--- src/rtl/kp_pkg.sv ---
// Shared defaults for the keypad key FIFO and its helpers.
package kp_pkg;
  localparam int KP_DATA_W   = 4;
  localparam int KP_DEPTH    = 4;
  localparam int KP_DEBOUNCE = 3;
endpackage

--- src/rtl/kp_sync.sv ---
// Two-flop synchroniser for a single asynchronous level.
module kp_sync (
  input  logic clk,
  input  logic rst_n,
  input  logic i_d,
  output logic o_q
);
  logic r_s1;
  logic r_s2;

  always_ff @(posedge clk or negedge rst_n) begin
    if (!rst_n) begin
      r_s1 <= 1'b0;
      r_s2 <= 1'b0;
    end else begin
      r_s1 <= i_d;
      r_s2 <= r_s1;
    end
  end

  assign o_q = r_s2;
endmodule

--- src/rtl/kp_key_fifo.sv ---
// Keypad key FIFO: debounces the scanner strobe, queues key codes on release,
// and tracks a sticky overflow flag when a keypress has to be dropped.
module kp_key_fifo
  import kp_pkg::*;
#(
  parameter int DATA_W   = KP_DATA_W,
  parameter int DEPTH    = KP_DEPTH,
  parameter int DEBOUNCE = KP_DEBOUNCE
) (
  input  logic                   clk,
  input  logic                   rst_n,
  input  logic                   ena,
  input  logic [DATA_W-1:0]      d,
  input  logic                   rd,
  input  logic                   clr_ovf,
  output logic [DATA_W-1:0]      d_l,
  output logic                   valid,
  output logic                   full,
  output logic [$clog2(DEPTH):0] count,
  output logic                   ovf
);
  localparam int AW = $clog2(DEPTH);
  localparam int CW = AW + 1;
  localparam int HW = $clog2(DEBOUNCE + 1);

  logic              w_s2;
  logic              r_s3;
  logic [HW-1:0]     r_hcnt;
  logic [DATA_W-1:0] r_d_hold;
  logic [DATA_W-1:0] r_mem [DEPTH];
  logic [AW-1:0]     r_wptr;
  logic [AW-1:0]     r_rptr;
  logic [CW-1:0]     r_count;
  logic              r_ovf;
  logic              w_press;
  logic              w_pop;
  logic              w_push;
  logic              w_drop;

  kp_sync u_sync (
    .clk   (clk),
    .rst_n (rst_n),
    .i_d   (ena),
    .o_q   (w_s2)
  );

  // Only a release after at least DEBOUNCE synchronised high cycles counts.
  assign w_press = r_s3 && !w_s2 && (r_hcnt == HW'(DEBOUNCE));
  assign valid   = (r_count != '0);
  assign full    = (r_count == CW'(DEPTH));
  assign w_pop   = rd && valid;
  assign w_push  = w_press && (!full || w_pop);
  assign w_drop  = w_press && full && !w_pop;

  always_ff @(posedge clk or negedge rst_n) begin
    if (!rst_n) begin
      r_s3     <= 1'b0;
      r_hcnt   <= '0;
      r_d_hold <= '0;
    end else begin
      r_s3 <= w_s2;
      if (w_s2) begin
        r_d_hold <= d;
        if (r_hcnt != HW'(DEBOUNCE)) r_hcnt <= r_hcnt + HW'(1);
      end else begin
        r_hcnt <= '0;
      end
    end
  end

  // Storage is deliberately left unreset; d_l is meaningless while empty.
  always_ff @(posedge clk) begin
    if (w_push) r_mem[r_wptr] <= r_d_hold;
  end

  always_ff @(posedge clk or negedge rst_n) begin
    if (!rst_n) begin
      r_wptr  <= '0;
      r_rptr  <= '0;
      r_count <= '0;
      r_ovf   <= 1'b0;
    end else begin
      if (w_push) r_wptr <= r_wptr + AW'(1);
      if (w_pop)  r_rptr <= r_rptr + AW'(1);
      if (w_push && !w_pop)      r_count <= r_count + CW'(1);
      else if (w_pop && !w_push) r_count <= r_count - CW'(1);
      if (w_drop)       r_ovf <= 1'b1;
      else if (clr_ovf) r_ovf <= 1'b0;
    end
  end

  assign d_l   = r_mem[r_rptr];
  assign count = r_count;
  assign ovf   = r_ovf;
endmodule

--- config.mk ---
export PLATFORM = sky130hd
export DESIGN_NAME = kp_key_fifo
export DESIGN_NICKNAME = d
export VERILOG_FILES = /design/src/rtl/kp_pkg.sv /design/src/rtl/kp_sync.sv /design/src/rtl/kp_key_fifo.sv
export SDC_FILE = /design/constraint.sdc
export NUM_CORES = 1
export LEC_CHECK = 0
export ABC_AREA = 1
export CAP_MARGIN = 20
export CORE_MARGIN = 3
export CORE_UTILIZATION = 30
export DETAILED_ROUTE_END_ITERATION = 16
export SYNTH_ARGS = -nofsm -noshare
export SYNTH_HDL_FRONTEND = slang
export SYNTH_SLANG_ARGS = --single-unit
--- constraint.sdc ---
create_clock -name clk -period 2 [get_ports clk]
set_input_delay 0.2 -clock clk [delete_from_list [all_inputs] [get_ports clk]]
set_output_delay 0.2 -clock clk [all_outputs]
set_load 0.02 [all_outputs]
Word level (Yosys, flattened, before mapping)
Memory sizes are Yosys's and may differ from the RTL's.
Index checks and enable logic that the tools add are counted.
{"block": "word_totals", "register_bits": 17, "ram_bits": 16, "inputBits": 9, "output_inout_bits": 10, "wordCells": 43, "n_memories": 1}
{"block": "op_classes", "add_sub_neg": 5, "eq_ne": 4, "mux": 8, "n_reduce_logical": 16}
{"memory": "r_mem", "words": 4, "word_bits": 4, "rd": 1, "rd_clocked_by_memory_dff": 0, "write_ports": 1, "line_no": "kp_key_fifo.sv:30", "text": "logic [DATA_W-1:0] r_mem [DEPTH];"}
{"operator": "$logic_and 1x1->1", "n": 8}
{"operator": "$add 2x1->2 const B", "n": 3}
{"operator": "$mux 3", "n": 2}
{"operator": "$logic_not 1->1", "n": 4}
{"operator": "$mux 1", "n": 4}
{"operator": "$mux 2", "n": 2}
{"operator": "$ne 2x2->1 const B", "n": 2}
{"operator": "$reduce_bool 2->1", "n": 2}
{"operator": "$add 3x1->3 const B", "n": 1}
{"operator": "$eq 3x3->1 const B", "n": 1}
{"operator": "$reduce_bool 3->1", "n": 1}
{"operator": "$sub 3x1->3 const B", "n": 1}
{"operator": "$eq 2x2->1 const B", "n": 1}
{"operator": "$logic_or 1x1->1", "n": 1}

Depth between registers and ports, before layout
Gate-level depths: netlist of run 1.
{"block": "logic_depth", "depth_word": 8, "depth_mapped": 13, "depth_no_buf": 13}

By module
From an unflattened synthesis of run 1, not the netlist that was laid out.
{"block": "unflattened", "cells_unflattened": 136, "area_unflattened_um2": 1427.6}
{"mod": "kp_key_fifo", "instances": 1, "cells_each": 134, "area_per_inst_um2": 1377.6, "seq_area_each_um2": 855.8}
{"mod": "kp_sync", "instances": 1, "cells_each": 2, "area_per_inst_um2": 50.0, "seq_area_each_um2": 50.0}

Worst setup path before layout of run 1
Ideal clock, no wire load.
{"block": "synth_timing", "path_kind": "flip-flop to flip-flop", "from": "reg r_count[1] (netlist: count[1])", "to": "reg r_count[2] (netlist: count[2])", "setup_ps": 117, "arrival_time_ps": 1746, "required_ps": 1883, "setup_slack_ps": 137, "stages_incl_launch_ff": 11, "path_buffers": 0, "synth_period_minus_slack_ps": 1863, "path_cell_list": "dfrtp_1 -> nor2_2 -> nand2_2 -> nand2_1 -> ha_1 -> inv_1 -> fa_1 -> nand2_1 -> nand3_1 -> nand2_1 -> nand2_1"}
{"block": "synth_via", "elab_chain_len": 7, "word_cells_on_any_way": 15, "cone_classes": "add/sub: 2; eq/ne: 1; mux: 2; reduce/logical: 10"}
{"item": "start: declaration", "line_no": "kp_key_fifo.sv:33", "text": "logic [CW-1:0] r_count;"}
{"item": "start signal: assignment", "line_no": "kp_key_fifo.sv:85", "text": "if (w_push && !w_pop) r_count <= r_count + CW'(1);"}
{"item": "start signal: assignment", "line_no": "kp_key_fifo.sv:86", "text": "else if (w_pop && !w_push) r_count <= r_count - CW'(1);"}
{"item": "$reduce_bool 3->1 (*)", "line_no": "kp_key_fifo.sv:49", "text": "assign valid = (r_count != '0);"}
{"item": "named net valid", "line_no": "kp_key_fifo.sv:17", "text": "output logic valid,"}
{"item": "$logic_and 1x1->1 (*)", "line_no": "kp_key_fifo.sv:51", "text": "assign w_pop = rd && valid;"}
{"item": "$logic_or 1x1->1", "line_no": "kp_key_fifo.sv:52", "text": "assign w_push = w_press && (!full || w_pop);"}
{"item": "$logic_and 1x1->1", "line_no": "kp_key_fifo.sv:52"}
{"item": "$logic_not 1->1", "line_no": "kp_key_fifo.sv:86"}
{"item": "$logic_and 1x1->1", "line_no": "kp_key_fifo.sv:86"}
{"item": "$reduce_bool 2->1 (no line)"}
Mark *: on every way through the listed nets, which the timed path passes. The rest lies on a longest branch. The select of a mux whose other input is x is not followed.
A chain may end at the register's enable or synchronous reset.

Final worst setup path of run 1
{"block": "layout_timing", "from": "reg r_hcnt[1]", "to": "reg r_count[1] (netlist: count[1])"}
{"block": "layout_via", "elab_chain_len": 6, "word_cells_on_any_way": 8, "cone_classes": "eq/ne: 1; mux: 1; reduce/logical: 6"}
{"item": "start: declaration", "line_no": "kp_key_fifo.sv:28", "text": "logic [HW-1:0] r_hcnt;"}
{"item": "start signal: assignment", "line_no": "kp_key_fifo.sv:64", "text": "if (r_hcnt != HW'(DEBOUNCE)) r_hcnt <= r_hcnt + HW'(1);"}
{"item": "$eq 2x2->1 (*)", "line_no": "kp_key_fifo.sv:48", "text": "assign w_press = r_s3 && !w_s2 && (r_hcnt == HW'(DEBOUNCE));"}
{"item": "$logic_and 1x1->1 (*)", "line_no": "kp_key_fifo.sv:48"}
{"item": "$logic_and 1x1->1 (*)", "line_no": "kp_key_fifo.sv:52"}
{"item": "named net w_push", "line_no": "kp_key_fifo.sv:37", "text": "logic w_push;"}
{"item": "$logic_not 1->1", "line_no": "kp_key_fifo.sv:86"}
{"item": "$logic_and 1x1->1", "line_no": "kp_key_fifo.sv:86"}
{"item": "$reduce_bool 2->1 (no line)"}
Mark *: on every way through the listed nets, which the timed path passes. The rest lies on a longest branch.

==> results.py, run 1 <==
metrics = {
    "power": {
        "p_switching_mw": 0.825,
        "clkPwrFrac": 0.250,
        "combPwrFrac": 0.376,
        "p_int_mw": 1.57,
        "ir_worst_vdd_uv": 544,
        "pwr-share-seq": 0.374,
        "switching_share": 0.344,
        "design_power_total_mw": 2.40,
        "cellPowerDensity_nw_per_um2": 1290,
        "p_leak_nw": 0.831,
    },
    "floorplanning": {
        "row_count": 24,
        "initial_core_util": 0.319,
        "pin_count": 19,
        "die_area_um2": 5620,
        "fp.dieW_um": 75.0,
        "core_um2": 4470,
        "die_h_um": 75.0,
    },
    "timing": {
        "fmax_mhz": 536,
        "fin_skew_ns": 0.00309,
        "period_needed_ns": 1.86,
        "rsz0062_at_grt": "false",
        "final-setup-viol-count": 0,
        "worst_pin_slew_ns": 0.424,
        "finalSetupTns_ns": 0,
        "max-slew-margin-rel": 0.716,
        "fin_ws_ns": 0.136,
        "slew_viol_final": 0,
        "fin_crit_sh": 0.932,
        "final_hold_viol_count": 0,
    },
    "setup_path": {
        "crit_family": "adder cells",
        "crit_path_top_delay_cell": "fa_2",
        "cp-end-kind": "flip-flop",
        "reg2regPathDepth": 10,
        "path_max_fanout": 7,
        "worstPathCellList": "ha_4 > nand3_2 > inv_2 > nand2_4 > inv_1 > ha_1 > inv_1 > fa_2 > nand2_1 > nand2_1",
        "reg2reg_from": "r_hcnt[1]",
        "cp.required_ns": 2.17,
        "cpPeakStageDelay_ns": 0.44,
        "r2r-end": "count[1]",
        "path_buf_inv": 3,
        "crit_arrival_ns": 2.03,
        "start_kind": "flip-flop",
        "reg2reg_slack_ns": 0.14,
        "crit_type": "flip-flop to flip-flop",
    },
    "cts": {
        "clk_latency_ns": 0.28,
        "numCtsBuffers": 5,
        "ctsHoldBuffers": 0,
        "htreeDepth": 2,
        "clock_path_buffers": 2,
        "cts_sinks": 33,
        "cts.reportedPaths.clkPinSlew_ns": 0.07,
        "root_buffer": "clkbuf_8",
        "cts_tree": "yes",
    },
    "drt": {
        "finalWirelength_mm": 2.60,
        "vias_per_cell": 4.45,
        "via_count": 988,
        "drt-wirelength-per-cell_um": 11.7,
        "drtAntennaViolNets": 0,
        "drc": 0,
        "drtPass1Iterations": 4,
        "drtIter0Drc": 54,
    },
    "synth": {
        "yosys.cell_types.count": 21,
        "yosysWarnings": 0,
        "synthMostInstantiatedCell": "nand2_1",
        "synth_common_cells": "nand2_1 (31), dfrtp_1 (17), nor2_1 (17), edfxtp_1 (16), inv_1 (16)",
        "syn-num-nets": 152,
        "async_reset_ff_frac": 0.515,
        "yosysTopAreaCell": "edfxtp_1",
        "syn_area_um2": 1430,
        "synth_top_family_by_area": "simple AND/OR/NAND/NOR gates",
        "ys_seq_area_frac": 0.635,
        "ys_seq_elements": 33,
        "ys.flop_type": "dfrtp_1",
        "synthXorXnorAreaFrac": 0.0123,
        "synth_area_leaders": "edfxtp_1 (34%), dfrtp_1 (30%), nand2_1 (8.2%), ha_1 (5.3%), o21ai_0 (4.6%)",
        "synth-compound-area-share": 0.0535,
        "synth_edf_count": 16,
        "synthMuxAreaShare": 0,
        "synth_fa_ha_area_frac": 0.0666,
        "syn_area_per_cell_um2": 10.5,
        "synthCells": 136,
        "synthSimpleGateAreaFrac": 0.182,
        "synth_top_area_share": 0.337,
    },
    "run": {
        "cap_violations": 0,
    },
    "global_route": {
        "antenna_found_initial": 0,
        "grt_first_pass_wirelength_mm": 4.35,
        "grt_pass1_vias": 958,
        "overflow": 0,
        "track_usage": 0.106,
        "grt_max_degree": 18,
    },
    "min_path": {
        "hold_class": "primary input to asynchronous set/reset pin",
    },
    "run_status": {
        "status": "complete, no violations",
    },
    "placement": {
        "globalplace.congestion": 0.798,
        "io_buffers": 18,
        "dp_hpwl_mm": 2.00,
        "pre_cts_ws_ns": 0.0345,
    },
    "cells_and_area": {
        "syn_to_final_growth_pct": 30.1,
        "drive_above_1_share": 0.147,
        "n_antenna_cell": 0,
        "fill_cells": 429,
        "finalNetCount": 185,
        "finalCoreUtilization": 0.415,
    },
}
worst max-delay path by stage:
stage                    from        to  slack [ns]  cells past startpoint
finish              r_hcnt[1]  count[1]        0.14                     10
global route        r_hcnt[0]  count[2]        0.02                     12
detailed placement  r_hcnt[0]  count[2]        0.03                     12
global placement           rd  count[2]        0.09                     12
CTS                 r_hcnt[0]  count[2]       0.009                     12
floorplan            count[1]  count[2]        0.14                     10
flip-flops by register name (all words and copies together), names as in the netlist, 2 cells and up:
signal    count
r_mem        16
r_d_hold      4
count         3
r_hcnt        2
r_rptr        2
r_wptr        2
cell families (layout without fill, tap and decap cells):
| family | after synthesis | after routing |
|---|---|---|
| AOI/OAI and AO/OA | 15 | 15 |
| adders and majority gates | 7 | 7 |
| buffers and inverters | 19 | 53 |
| xor gates and xnor gates | 2 | 2 |
| and+or+nand+nor | 60 | 60 |
| DFF | 33 | 33 |
cell type report:
type                       instances  area [um2]  share of cell area
multi-input combinational         84         467               0.251
timing repair buffer              27         246               0.133
sequential                        33         906               0.488
inverter                          18        67.6              0.0364
clock buffer                       6        72.6              0.0391
clock inverter                     2        33.8              0.0182
tap                               52        65.1              0.0350
cell usage in the layout, fill, tap and decap left out:
master,instances
ha_4,1
clkinv_1,1
nand2_2,2
clkdlybuf4s50_1,14
nand2_4,1
nor2_1,17
nor3_1,1
clkbuf_1,1
dfrtp_1,17
xor2_1,1
buf_4,9
bufinv_16,1
fa_2,1
clkbuf_8,5
nand4_1,1
nand3_1,5
dlygate4sd2_1,3
nor2_2,1
a21oi_1,1
nand2_1,30
o22ai_1,1
inv_2,2
xnor2_1,1
nand3_2,2
dlymetal6s2s_1,1
o21ai_0,13
ha_1,5
edfxtp_1,16
inv_1,16
stage by stage:
step                hold WS (ns)  std cells  area (um2)
floorplan                -0.0956        136        1430
global placement           0.335        212        1720
detailed placement         0.337        212        1720
CTS                        0.237        220        1820
global route               0.262        222        1860
finish                     0.239        222        1860
repair_timing:
action,4_1_cts,5_1_grt
endpoints found under the setup margin,3,3
setup buffers,0,2
resized for setup,3,5
power groups by stage:
| stage | Sequential (mW) | Clock, mW | Combinational (mW) |
|---|---|---|---|
| after floorplan | 0.942 | 0 | 0.488 |
| final | 0.895 | 0.599 | 0.902 |
| after detailed placement | 0.907 | 0 | 0.910 |
| after global routing | 0.907 | 0.657 | 1.02 |
| after CTS | 0.893 | 0.621 | 0.886 |
| after global placement | 0.895 | 0 | 0.881 |
routing by layer:
| layer | global-route usage | wire (um) | up-vias |
|---|---|---|---|
| met5 | 0 | 0 | - |
| met4 | 0.0474 | 42 | 0 |
| met3 | 0.0441 | 121 | 7 |
| met2 | 0.162 | 1250 | 19 |
| met1 | 0.130 | 1190 | 455 |
| li1 | - | - | 507 |
Power figures use the tool's default switching activity.
==> run 2: changes to the inputs <==
CORE_UTILIZATION = 53   (was 30)
PLACE_DENSITY = 0.77   (was not set)
==> results.py, run 2 (synthesized netlist as in run 1, its figures left out) <==
metrics = {
    "timing": {
        "final-setup-viol-count": 0,
        "fmax_mhz": 528,
        "fin_crit_sh": 0.948,
        "max-slew-margin-rel": 0.742,
        "final_hold_viol_count": 0,
        "worst_pin_slew_ns": 0.386,
        "finalSetupTns_ns": 0,
        "slew_viol_final": 0,
        "period_needed_ns": 1.90,
        "fin_skew_ns": 0.00900,
        "hold_ws_ns": 0.192,
    },
    "cells_and_area": {
        "finalCoreUtilization": 0.702,
        "drive_above_1_share": 0.178,
        "finalNetCount": 184,
        "largest_reg_flops": 16,
        "final_common_cell": "nand2_1",
        "fin_cells": 199,
        "n_antenna_cell": 0,
        "final_cell_mix": "nand2_1 (29), nor2_1 (17), edfxtp_1 (16)",
        "regMostFlops": "r_mem",
        "syn_to_final_growth_pct": 24.0,
    },
    "floorplanning": {
        "pin_count": 19,
        "core_um2": 2520,
        "die_area_um2": 3350,
        "initial_core_util": 0.566,
        "row_count": 18,
        "die_h_um": 57.9,
        "fp.dieW_um": 57.9,
    },
    "cts": {
        "cts_tree": "yes",
        "root_buffer": "clkbuf_4",
        "cts_sinks": 33,
        "numCtsBuffers": 5,
        "clock_path_buffers": 2,
        "cts.reportedPaths.clkPinSlew_ns": 0.09,
        "ctsHoldBuffers": 0,
        "clk_latency_ns": 0.32,
        "htreeDepth": 2,
    },
    "power": {
        "cellPowerDensity_nw_per_um2": 1200,
        "p_leak_nw": 0.788,
        "ir_worst_vdd_uv": 954,
    },
    "setup_path": {
        "crit_path_top_delay_cell": "dfrtp_1",
        "cp.required_ns": 2.22,
        "path_max_fanout": 7,
        "r2r-end": "count[2]",
        "cp.depth": 12,
        "startpoint": "r_hcnt[1]",
        "crit_arrival_ns": 2.12,
        "cpPeakStageDelay_ns": 0.41,
        "cp-end-kind": "flip-flop",
        "endpoint": "count[2]",
        "reg2reg_slack_ns": 0.10,
        "crit_family": "adder cells",
        "path_buf_inv": 3,
        "crit_type": "flip-flop to flip-flop",
        "reg2regPathDepth": 12,
        "reg2reg_from": "r_hcnt[1]",
        "start_kind": "flip-flop",
        "worstPathCellList": "ha_4 > nand3_2 > inv_2 > nand2_4 > inv_1 > ha_2 > inv_2 > fa_2 > nand2_2 > nand3_1 > nand2_1 > nand2_1",
    },
    "global_route": {
        "track_usage": 0.176,
        "overflow": 0,
        "grt_pass1_vias": 1035,
        "grt_first_pass_wirelength_mm": 4.37,
        "antenna_found_initial": 0,
        "grt_max_degree": 18,
    },
    "placement": {
        "io_buffers": 18,
        "globalplace.congestion": 0.745,
        "dp_cells": 187,
        "dp_hpwl_mm": 1.92,
    },
    "drt": {
        "drtAntennaViolNets": 0,
        "drtPass1Iterations": 4,
        "finalWirelength_mm": 2.59,
        "drt-wirelength-per-cell_um": 13.0,
        "drc": 0,
        "drtIter0Drc": 44,
        "via_count": 1000,
        "vias_per_cell": 5.03,
    },
    "run_status": {
        "status": "complete, no violations",
    },
    "run": {
        "cap_violations": 0,
    },
    "min_path": {
        "hold_class": "primary input to asynchronous set/reset pin",
    },
}
run 2: cell types whose count changed in the layout (fill, tap and decap cells not counted), moves of 2 or more:
cell	delta
clkbuf_4	+5
clkbuf_8	-5
dfrtp_1	-3
dfrtp_2	+3
inv_1	-2
inv_2	+2
run 2: through the flow:
stage | area [um2] | setup slack [ns] | power [mW]
floorplan | 1430 | 0.137 | 1.43
global placement | 1670 | 0.104 | 1.72
detailed placement | 1670 | -0.0159 | 1.78
CTS | 1720 | 0.00490 | 2.08
global route | 1770 | -0.00486 | 2.29
finish | 1770 | 0.104 | 2.12
run 2: worst min-delay path by stage:
| stage | to | start |
|---|---|---|
| after floorplan | count[0] | rst_n |
| after global placement | u_sync.o_q | u_sync.r_s1 |
| after detailed placement | u_sync.o_q | u_sync.r_s1 |
| after CTS | count[2] | rst_n |
| after global routing | r_hcnt[1] | rst_n |
| final | r_hcnt[1] | rst_n |
run 2: worst register-to-register path: stages (launching register included):
cell and delay, ns:
dfrtp_1 0.41, ha_4 0.16, nand3_2 0.09, inv_2 0.10, nand2_4 0.08, inv_1 0.06, ha_2 0.18, inv_2 0.05
fa_2 0.36, nand2_2 0.09, nand3_1 0.09, nand2_1 0.07, nand2_1 0.05
run 2: cell type report:
| class | count | area (um2) |
|---|---|---|
| fillers | 206 | 752 |
| flip-flops and latches | 33 | 910 |
| repair buffers | 26 | 235 |
| clock buffers | 7 | 45.0 |
| inverters | 18 | 67.6 |
| well taps | 30 | 37.5 |
| clock inverters | 1 | 3.75 |
| multi-input cells | 84 | 472 |
run 2: metal layers:
metal,track usage,up-vias,routed length (um)
met2,0.308,20,1350
met5,0,-,0
li1,-,502,-
met3,0.0535,2,89
met1,0.195,476,1130
met4,0.0828,0,21
run 2: repair_timing:
action                                 4_1_cts  5_1_grt
buffers inserted                             0        4
pin swaps                                    0        2
endpoints found under the hold margin        0        0
setup endpoints to repair                    5        1
gates resized for setup                      7        8
run 2: where the power goes:
| part | internal (mW) | leakage, nW | switching (mW) |
|---|---|---|---|
| Sequential | 0.816 | 0.351 | 0.134 |
| Combinational | 0.357 | 0.409 | 0.471 |
| Clock | 0.135 | 0.0269 | 0.203 |
